$ cat src/rtl/cbd_collector_if.sv
// Stream/bus bundle between the CBD sampler, the collector and the coefficient RAM.
// The collector sits on the slave modport; the sampler/RAM side uses master.
interface cbd_collector_if #(
    parameter int IDX_W = 2
);
    logic [47:0]        i_coeffs;
    logic               i_coeffs_valid;
    logic               i_done;
    logic [IDX_W-1:0]   i_poly_idx;
    logic               i_err_clr;
    logic               o_wr_en;
    logic [IDX_W+3:0]   o_wr_addr;
    logic [191:0]       o_wr_data;
    logic               o_poly_done;
    logic               o_busy;
    logic               o_err;

    modport slave (
        input  i_coeffs, i_coeffs_valid, i_done, i_poly_idx, i_err_clr,
        output o_wr_en, o_wr_addr, o_wr_data, o_poly_done, o_busy, o_err
    );

    modport master (
        output i_coeffs, i_coeffs_valid, i_done, i_poly_idx, i_err_clr,
        input  o_wr_en, o_wr_addr, o_wr_data, o_poly_done, o_busy, o_err
    );
endinterface

$ cat src/rtl/cbd_collector.sv
// Collects 16 beats of 16 signed CBD coefficients per polynomial, converts each to a
// residue mod Q and writes one RAM word per beat; flags protocol and range errors.
module cbd_collector #(
    parameter int Q     = 3329,
    parameter int IDX_W = 2
) (
    input  logic            i_clk,
    input  logic            i_rst,
    cbd_collector_if.slave  bus
);

    typedef enum logic [1:0] {
        S_IDLE      = 2'd0,
        S_FILL      = 2'd1,
        S_WAIT_DONE = 2'd2
    } state_e;

    state_e             state_q, state_d;
    logic [3:0]         cnt_q, cnt_d;
    logic [IDX_W-1:0]   slot_q, slot_d;
    logic               wr_en_q, wr_en_d;
    logic [IDX_W+3:0]   wr_addr_q, wr_addr_d;
    logic [191:0]       wr_data_q, wr_data_d;
    logic               poly_done_q, poly_done_d;
    logic               err_q, err_d;

    logic               accept;
    logic               full;
    logic               err_set;
    logic               conv_err;
    logic [191:0]       conv_data;

    // -4 cannot come from a legal eta<=3 sampler; it still maps to Q-4 but raises o_err.
    function automatic logic [11:0] to_residue(input logic [2:0] c);
        if (c[2]) to_residue = 12'(Q - 4 + int'(c[1:0]));
        else      to_residue = {10'd0, c[1:0]};
    endfunction

    // Input field 0 is the most significant triple; output coefficient 0 is the LSB word.
    always_comb begin
        logic [2:0] fld;
        conv_data = '0;
        conv_err  = 1'b0;
        for (int j = 0; j < 16; j++) begin
            fld = bus.i_coeffs[47-3*j -: 3];
            conv_data[12*j +: 12] = to_residue(fld);
            if (fld == 3'b100) conv_err = 1'b1;
        end
    end

    assign accept = bus.i_coeffs_valid && (state_q != S_WAIT_DONE);
    assign full   = (state_q == S_WAIT_DONE) ||
                    (accept && (state_q == S_FILL) && (cnt_q == 4'hF));

    // NOTE: every always_comb output gets a default first so no path leaves it unassigned (no latch).
    always_comb begin
        state_d = state_q;
        cnt_d   = cnt_q;
        slot_d  = slot_q;
        case (state_q)
            S_IDLE: begin
                if (bus.i_coeffs_valid) begin
                    slot_d  = bus.i_poly_idx;
                    cnt_d   = 4'd1;
                    state_d = S_FILL;
                end
            end
            S_FILL: begin
                if (bus.i_coeffs_valid) begin
                    cnt_d = cnt_q + 4'd1;
                    if (cnt_q == 4'hF) state_d = S_WAIT_DONE;
                end
            end
            S_WAIT_DONE: ;
            default: state_d = S_IDLE;
        endcase
        // i_done always ends the polynomial; whether it ended cleanly is judged below.
        if (bus.i_done) begin
            state_d = S_IDLE;
            cnt_d   = 4'd0;
        end
    end

    always_comb begin
        wr_en_d     = accept;
        wr_addr_d   = wr_addr_q;
        wr_data_d   = wr_data_q;
        if (accept) begin
            wr_addr_d = {(state_q == S_IDLE) ? bus.i_poly_idx : slot_q, cnt_q};
            wr_data_d = conv_data;
        end
        poly_done_d = bus.i_done && full;
        err_set     = (accept && conv_err) ||
                      (bus.i_coeffs_valid && (state_q == S_WAIT_DONE)) ||
                      (bus.i_done && !full);
        err_d       = err_set || (err_q && !bus.i_err_clr);
    end

    // NOTE: sequential state uses non-blocking assignments so all flops update together.
    always_ff @(posedge i_clk or posedge i_rst) begin
        if (i_rst) begin
            state_q     <= S_IDLE;
            cnt_q       <= '0;
            slot_q      <= '0;
            wr_en_q     <= 1'b0;
            wr_addr_q   <= '0;
            wr_data_q   <= '0;
            poly_done_q <= 1'b0;
            err_q       <= 1'b0;
        end else begin
            state_q     <= state_d;
            cnt_q       <= cnt_d;
            slot_q      <= slot_d;
            wr_en_q     <= wr_en_d;
            wr_addr_q   <= wr_addr_d;
            wr_data_q   <= wr_data_d;
            poly_done_q <= poly_done_d;
            err_q       <= err_d;
        end
    end

    assign bus.o_wr_en     = wr_en_q;
    assign bus.o_wr_addr   = wr_addr_q;
    assign bus.o_wr_data   = wr_data_q;
    assign bus.o_poly_done = poly_done_q;
    assign bus.o_busy      = (state_q != S_IDLE);
    assign bus.o_err       = err_q;

endmodule
$ cat src/flat_wrapper.sv
// flat-port wrapper written by rule: the top's interface ports become plain ports
module cbd_collector_flat 
#(
    parameter int Q     = 3329,
    parameter int IDX_W = 2
)
  (i_clk, i_rst, bus_i_coeffs, bus_i_coeffs_valid, bus_i_done, bus_i_poly_idx, bus_i_err_clr, bus_o_wr_en, bus_o_wr_addr, bus_o_wr_data, bus_o_poly_done, bus_o_busy, bus_o_err);
  cbd_collector_if #(.IDX_W(IDX_W)) bus_i ();
  input  logic i_clk;
  input  logic i_rst;
  input wire logic [$bits(bus_i.i_coeffs)-1:0] bus_i_coeffs;
  input wire logic [$bits(bus_i.i_coeffs_valid)-1:0] bus_i_coeffs_valid;
  input wire logic [$bits(bus_i.i_done)-1:0] bus_i_done;
  input wire logic [$bits(bus_i.i_poly_idx)-1:0] bus_i_poly_idx;
  input wire logic [$bits(bus_i.i_err_clr)-1:0] bus_i_err_clr;
  output wire logic [$bits(bus_i.o_wr_en)-1:0] bus_o_wr_en;
  output wire logic [$bits(bus_i.o_wr_addr)-1:0] bus_o_wr_addr;
  output wire logic [$bits(bus_i.o_wr_data)-1:0] bus_o_wr_data;
  output wire logic [$bits(bus_i.o_poly_done)-1:0] bus_o_poly_done;
  output wire logic [$bits(bus_i.o_busy)-1:0] bus_o_busy;
  output wire logic [$bits(bus_i.o_err)-1:0] bus_o_err;
  assign bus_i.i_coeffs = bus_i_coeffs;
  assign bus_i.i_coeffs_valid = bus_i_coeffs_valid;
  assign bus_i.i_done = bus_i_done;
  assign bus_i.i_poly_idx = bus_i_poly_idx;
  assign bus_i.i_err_clr = bus_i_err_clr;
  assign bus_o_wr_en = bus_i.o_wr_en;
  assign bus_o_wr_addr = bus_i.o_wr_addr;
  assign bus_o_wr_data = bus_i.o_wr_data;
  assign bus_o_poly_done = bus_i.o_poly_done;
  assign bus_o_busy = bus_i.o_busy;
  assign bus_o_err = bus_i.o_err;
  cbd_collector #(.Q(Q), .IDX_W(IDX_W)) u_core (.i_clk(i_clk), .i_rst(i_rst), .bus(bus_i));
endmodule
$ cat config.mk
export PLATFORM = sky130hd
export DESIGN_NAME = cbd_collector_flat
export DESIGN_NICKNAME = d
export VERILOG_FILES = /design/src/rtl/cbd_collector_if.sv /design/src/rtl/cbd_collector.sv /design/src/flat_wrapper.sv
export SDC_FILE = /design/constraint.sdc
export NUM_CORES = 1
export LEC_CHECK = 0
export BUFFER_PORTS_ARGS = -buffer_cell sky130_fd_sc_hd__buf_2
export CAP_MARGIN = 25
export CORE_ASPECT_RATIO = 1.25
export CORE_MARGIN = 1.5
export CORE_UTILIZATION = 31
export CTS_BUF_LIST = sky130_fd_sc_hd__clkbuf_4
export DETAILED_ROUTE_END_ITERATION = 10
export PLACE_DENSITY = 0.67
export REMOVE_ABC_BUFFERS = 1
export SYNTH_ARGS = -nofsm -noshare
export SYNTH_HDL_FRONTEND = slang
export SYNTH_SLANG_ARGS = --single-unit
$ cat constraint.sdc
create_clock -name i_clk -period 11.3 [get_ports i_clk]
set_clock_uncertainty 0.2 [all_clocks]
set_input_delay 2.825 -clock i_clk [delete_from_list [all_inputs] [get_ports i_clk]]
set_output_delay 2.825 -clock i_clk [all_outputs]
set_load 0.03 [all_outputs]
After elaboration in Yosys (flattened, before gate mapping):

Index checks and enable logic that the tools add are counted.

* register bits after elaboration: 209
* input bits: 55
* output and inout bits: 202
* logic and storage cells: 111

* $add $sub $neg: 17
* equal/unequal tests: 24
* multiplexer cells: 42
* reductions and logical operators: 20

Operators with widths (count)
* $add 12x2->12 const A: 16
* $mux 12: 16
* $eq 3x3->1 const B: 16
* $mux 1: 16
* $mux 4: 3
* $mux 2: 5
* $ne 3x3->1 const B: 3
* $logic_and 1x1->1: 8
* $pmux 4 s2: 1
* $pmux 2 s3: 1
* $add 4x1->4 const B: 1
* $eq 4x4->1 const B: 1
* $logic_or 1x1->1: 4
* $ne 2x2->1 const B: 2
* $reduce_and 4->1: 1
* $reduce_and 3->1: 1
* $reduce_bool 3->1: 1
* $eq 2x1->1 const B: 1
* $eq 2x2->1 const B: 1
* $logic_not 1->1: 2
* $logic_not 2->1: 1
* $reduce_and 2->1: 1
* $reduce_bool 2->1: 1

Longest topological paths before layout:

* depth in word-level cells: 21
* mapped depth: 6
* depth with buffers taken out: 6

Worst setup path before layout:

OpenSTA, ideal clock, no wires.

* path type: input port to flip-flop
* start point: input bus_i_coeffs[30]
* end point: register u_core.err_q (netlist: u_core.bus.o_err)
* library setup time: 0.128 ns
* arrival time: 3.668 ns
* required time: 10.972 ns
* setup slack: 7.303 ns
* stages on the path: 6
* path buffers: 0
* cells stage by stage: inv_1 ha_1 a22o_1 a221oi_1 a31oi_1 nand2b_1

* cells in the longest elaborated chain, start to end: 16

Ends and longest elaborated chain
* start, declared: line flat_wrapper.sv:11 `input wire logic [$bits(bus_i.i_coeffs)-1:0] bus_i_coeffs;`
* $eq 3x3->1: line cbd_collector.sv:47 `if (fld == 3'b100) conv_err = 1'b1;`
* $mux 1 (11 in series): line cbd_collector.sv:47
* $logic_and 1x1->1: line cbd_collector.sv:93 `err_set = (accept && conv_err) ||`
* $logic_or 1x1->1: line cbd_collector.sv:93
* $logic_or 1x1->1: line cbd_collector.sv:94 `(bus.i_coeffs_valid && (state_q == S_WAIT_DONE)) ||`
* $logic_or 1x1->1: line cbd_collector.sv:96 `err_d = err_set || (err_q && !bus.i_err_clr);`
* via u_core.err_d: line cbd_collector.sv:25 `logic err_q, err_d;`
* end signal, assigned: line cbd_collector.sv:118 `err_q <= err_d;`
* end, declared: line cbd_collector.sv:25

The timed path passes the listed nets, and every way through them passes these cells.
A chain may end at the register's enable or synchronous reset.

Worst setup path in the final report:

* start point: input bus_i_coeffs_valid
* end point: register u_core.wr_data_q[190] (netlist: u_core.bus.o_wr_data[190])

* cells in the longest elaborated chain, start to end: 1

Ends and longest elaborated chain
* start, declared: line flat_wrapper.sv:12 `input wire logic [$bits(bus_i.i_coeffs_valid)-1:0] bus_i_coeffs_valid;`
* $logic_and 1x1->1: line cbd_collector.sv:51 `assign accept = bus.i_coeffs_valid && (state_q != S_WAIT_DONE);`
* via u_core.accept: line cbd_collector.sv:27 `logic accept;`
* end signal, assigned: line cbd_collector.sv:116 `wr_data_q <= wr_data_d;`
* end, declared: line cbd_collector.sv:23 `logic [191:0] wr_data_q, wr_data_d;`

The timed path passes the listed nets, and every way through them passes these cells.

==> impl_metrics.ini <==
[synthesis]
synth.most_common_cell = buf_4
yosysWarningCount = 0
syn_inst = 557
synth.avg_cell_area_um2 = 9.94
ys.flop_type = dfrtp_1
ys_seq_area_share_pct = 43.9
netlist.area_leader.share_pct = 43.9
syn_area_um2 = 5530
synthArstFlopShare_pct = 100
synth_area_leaders = dfrtp_1 44%, buf_4 15%, ha_1 7.5%
synth-seq-cells = 97
synth.largest_area_cell = dfrtp_1
ys_top_cells_by_count = 112 x buf_4, 97 x dfrtp_1, 86 x nand2_1
ys_types = 37
synth_edf_count = 0

[global_route]
grt_max_degree = 74
antenna_found_initial = 2
gr-usage-all-layers_pct = 12.9
gr-total-overflow = 0
grt_pass1_wl_um = 18600
grt_pass1_vias = 3535

[sta]
rsz0062_at_grt = no
fin_crit_sh_pct = 41.5
fmax_mhz = 213
tightest_slew_ns = 0.836
period_minus_slack_ns = 4.69
hold_violations = 0
setup_viol = 0
relSlewSlack_pct = 44.3
drv_slew = 0
finalSetupTns_ns = 0
layout_setup_ws_ns = 6.61

[drt]
vias_per_cell = 4.19
drt-wirelength-per-cell_um = 12.8
dr.pass1.iters = 4
drc = 0
vias = 3884
drt_wl_total_um = 11900
drt_iter0_markers = 167
antenna_left = 0

[clock_network]
numCtsBuffers = 9
insertion_delay_ns = 0.45
postCtsSetupRepairBufs = 0
clk_path_buf_depth = 2
cts_tree = built
clk_root_buffer_cell = clkbuf_4
path_clk_slew_ns = 0.14
hold_buffers = 0
cts_sinks = 97
htreeDepth = 3
cts_resized = 0

[place]
hpwlAfterDp_um = 9080
port-buffer-count = 240
dpl_worst_slack_ns = 6.13
place.gp.congestion = 0.788

[floorplan]
die_w_um = 123
fp.dieH_um = 152
initial_core_util_pct = 31.6
die-area_um2 = 18700
fp-row-count = 54
core_um2 = 17500
io_pins = 257

[finish]
area_delta_synth_final_pct = 14.5
drive_gt1_share_pct = 40.5
fin_nets = 785

[critical_path]
critical_path.endpoint_type = flip-flop
cp.required_ns = 11.45
crit_chain = buf_2 > nand2_4 > buf_4 > inv_4 > mux2_2
critPathMaxFanout = 73
crit_path_start = bus_i_coeffs_valid
worstPathArrival_ns = 4.84
critPathKind = input port to flip-flop
slowest_delay_ns = 0.70
startpoint_type = input port
worstReg2RegStart = u_core.state_q[0]
slowest_stage = buf_4

[power]
power_density_nw_per_um2 = 148
ir_drop_v = 0.0000625
p_leak_uw = 0.00349

[min_path]
hp-start = u_core.bus.o_wr_data[96]
hold_path_class = flip-flop to flip-flop

[run_status]
status = finished, final reports clean

[job]
cap_violations = 0
## metal layers
metal  vias to the layer above  global-route usage (%)  routed length [um]
met5                         -                       0                   0
met4                         0                    5.76                 301
met3                        22                    3.29                 680
met2                       133                    21.4                5830
met1                      1776                    15.6                5070
li1                       1953                       -                   -
## flip-flops by register name (all words and copies together) (netlist names)
| signal | count |
|---|---|
| u_core.state_q | 2 |
| u_core.slot_q | 2 |
| u_core.bus.o_err | 1 |
| u_core.cnt_q | 4 |
| u_core.bus.o_wr_data | 80 |
| u_core.bus.o_wr_addr | 6 |
| u_core.bus.o_poly_done | 1 |
| u_core.bus.o_wr_en | 1 |
## placed cells by master, fill, tap and decap left out, types with 3 or more instances in the layout
cell / netlist / final
conb_1: 1 / 16
xnor2_1: 16 / 16
clkbuf_4: 0 / 9
mux2_4: 11 / 11
dfrtp_1: 97 / 97
o21ai_1: 66 / 66
nand2b_1: 18 / 18
ha_1: 33 / 33
mux2_2: 11 / 11
mux2i_1: 18 / 18
buf_2: 7 / 240
nand2_1: 86 / 86
nor2_1: 6 / 6
a21oi_1: 4 / 4
inv_1: 36 / 35
bufinv_16: 0 / 3
## final timing paths
kind	endpoint	slack (ns)	depth (start not counted)
min in group asynchronous	u_core.bus.o_wr_data[73]	2.15	2
setup reg to reg	u_core.bus.o_wr_data[190]	8.47	5
hold / removal	u_core.bus.o_wr_data[96]	0.30	2
hold reg to reg	u_core.bus.o_wr_data[96]	0.30	2
setup / recovery	u_core.bus.o_wr_data[190]	6.61	5
max in group asynchronous	u_core.bus.o_wr_data[190]	7.53	3
## cells by family after synthesis
| logic type | synth area share (%) |
|---|---|
| AND/OR/NAND/NOR | 9.90 |
| other | 0.0678 |
| flip-flops | 43.9 |
| multiplexers | 8.48 |
| buffers and inverters | 19.4 |
| XOR/XNOR | 2.53 |
| AO/OA/AOI/OAI | 8.30 |
| adder cells (fa/ha/maj) | 7.46 |
## final cells by class
type,count,area [um2]
Timing Repair Buffer,242,1220
Clock inverter,6,108
Antenna cell,1,2.50
Multi-Input combinational cell,310,2090
Clock buffer,9,67.6
Tap cell,224,280
Sequential cell,97,2430
Inverter,37,144
Fill cell,1795,11200
## worst max-delay path: cells and delay by family
family	cells	cell delay [ns]
mux	1	0.32
simple gates	1	0.53
buf+inv	3	1.04
## power by group
part | total (uW) | internal [uW] | leakage, uW | switching (uW)
Sequential | 405 | 379 | 0.00121 | 25.1
Clock | 227 | 110 | 0.0000918 | 117
Combinational | 303 | 85.6 | 0.00219 | 218
Total | 935 | 575 | 0.00349 | 360
## per-stage QoR
stage | cell area, um2 | hold slack, ns | power (uW) | cells | utilization [%]
6_report | 6330 | 0.298 | 935 | 926 | 36.2
3_5_place_dp | 6160 | 0.273 | 720 | 910 | 35.2
2_1_floorplan | 4660 | 0.279 | 614 | 444 | -
5_1_grt | 6330 | 0.336 | 988 | 926 | 36.2
4_1_cts | 6330 | 0.306 | 953 | 925 | 36.2
3_3_place_gp | 6160 | 0.264 | 715 | 910 | 35.2
Power figures use the tool's default switching activity.
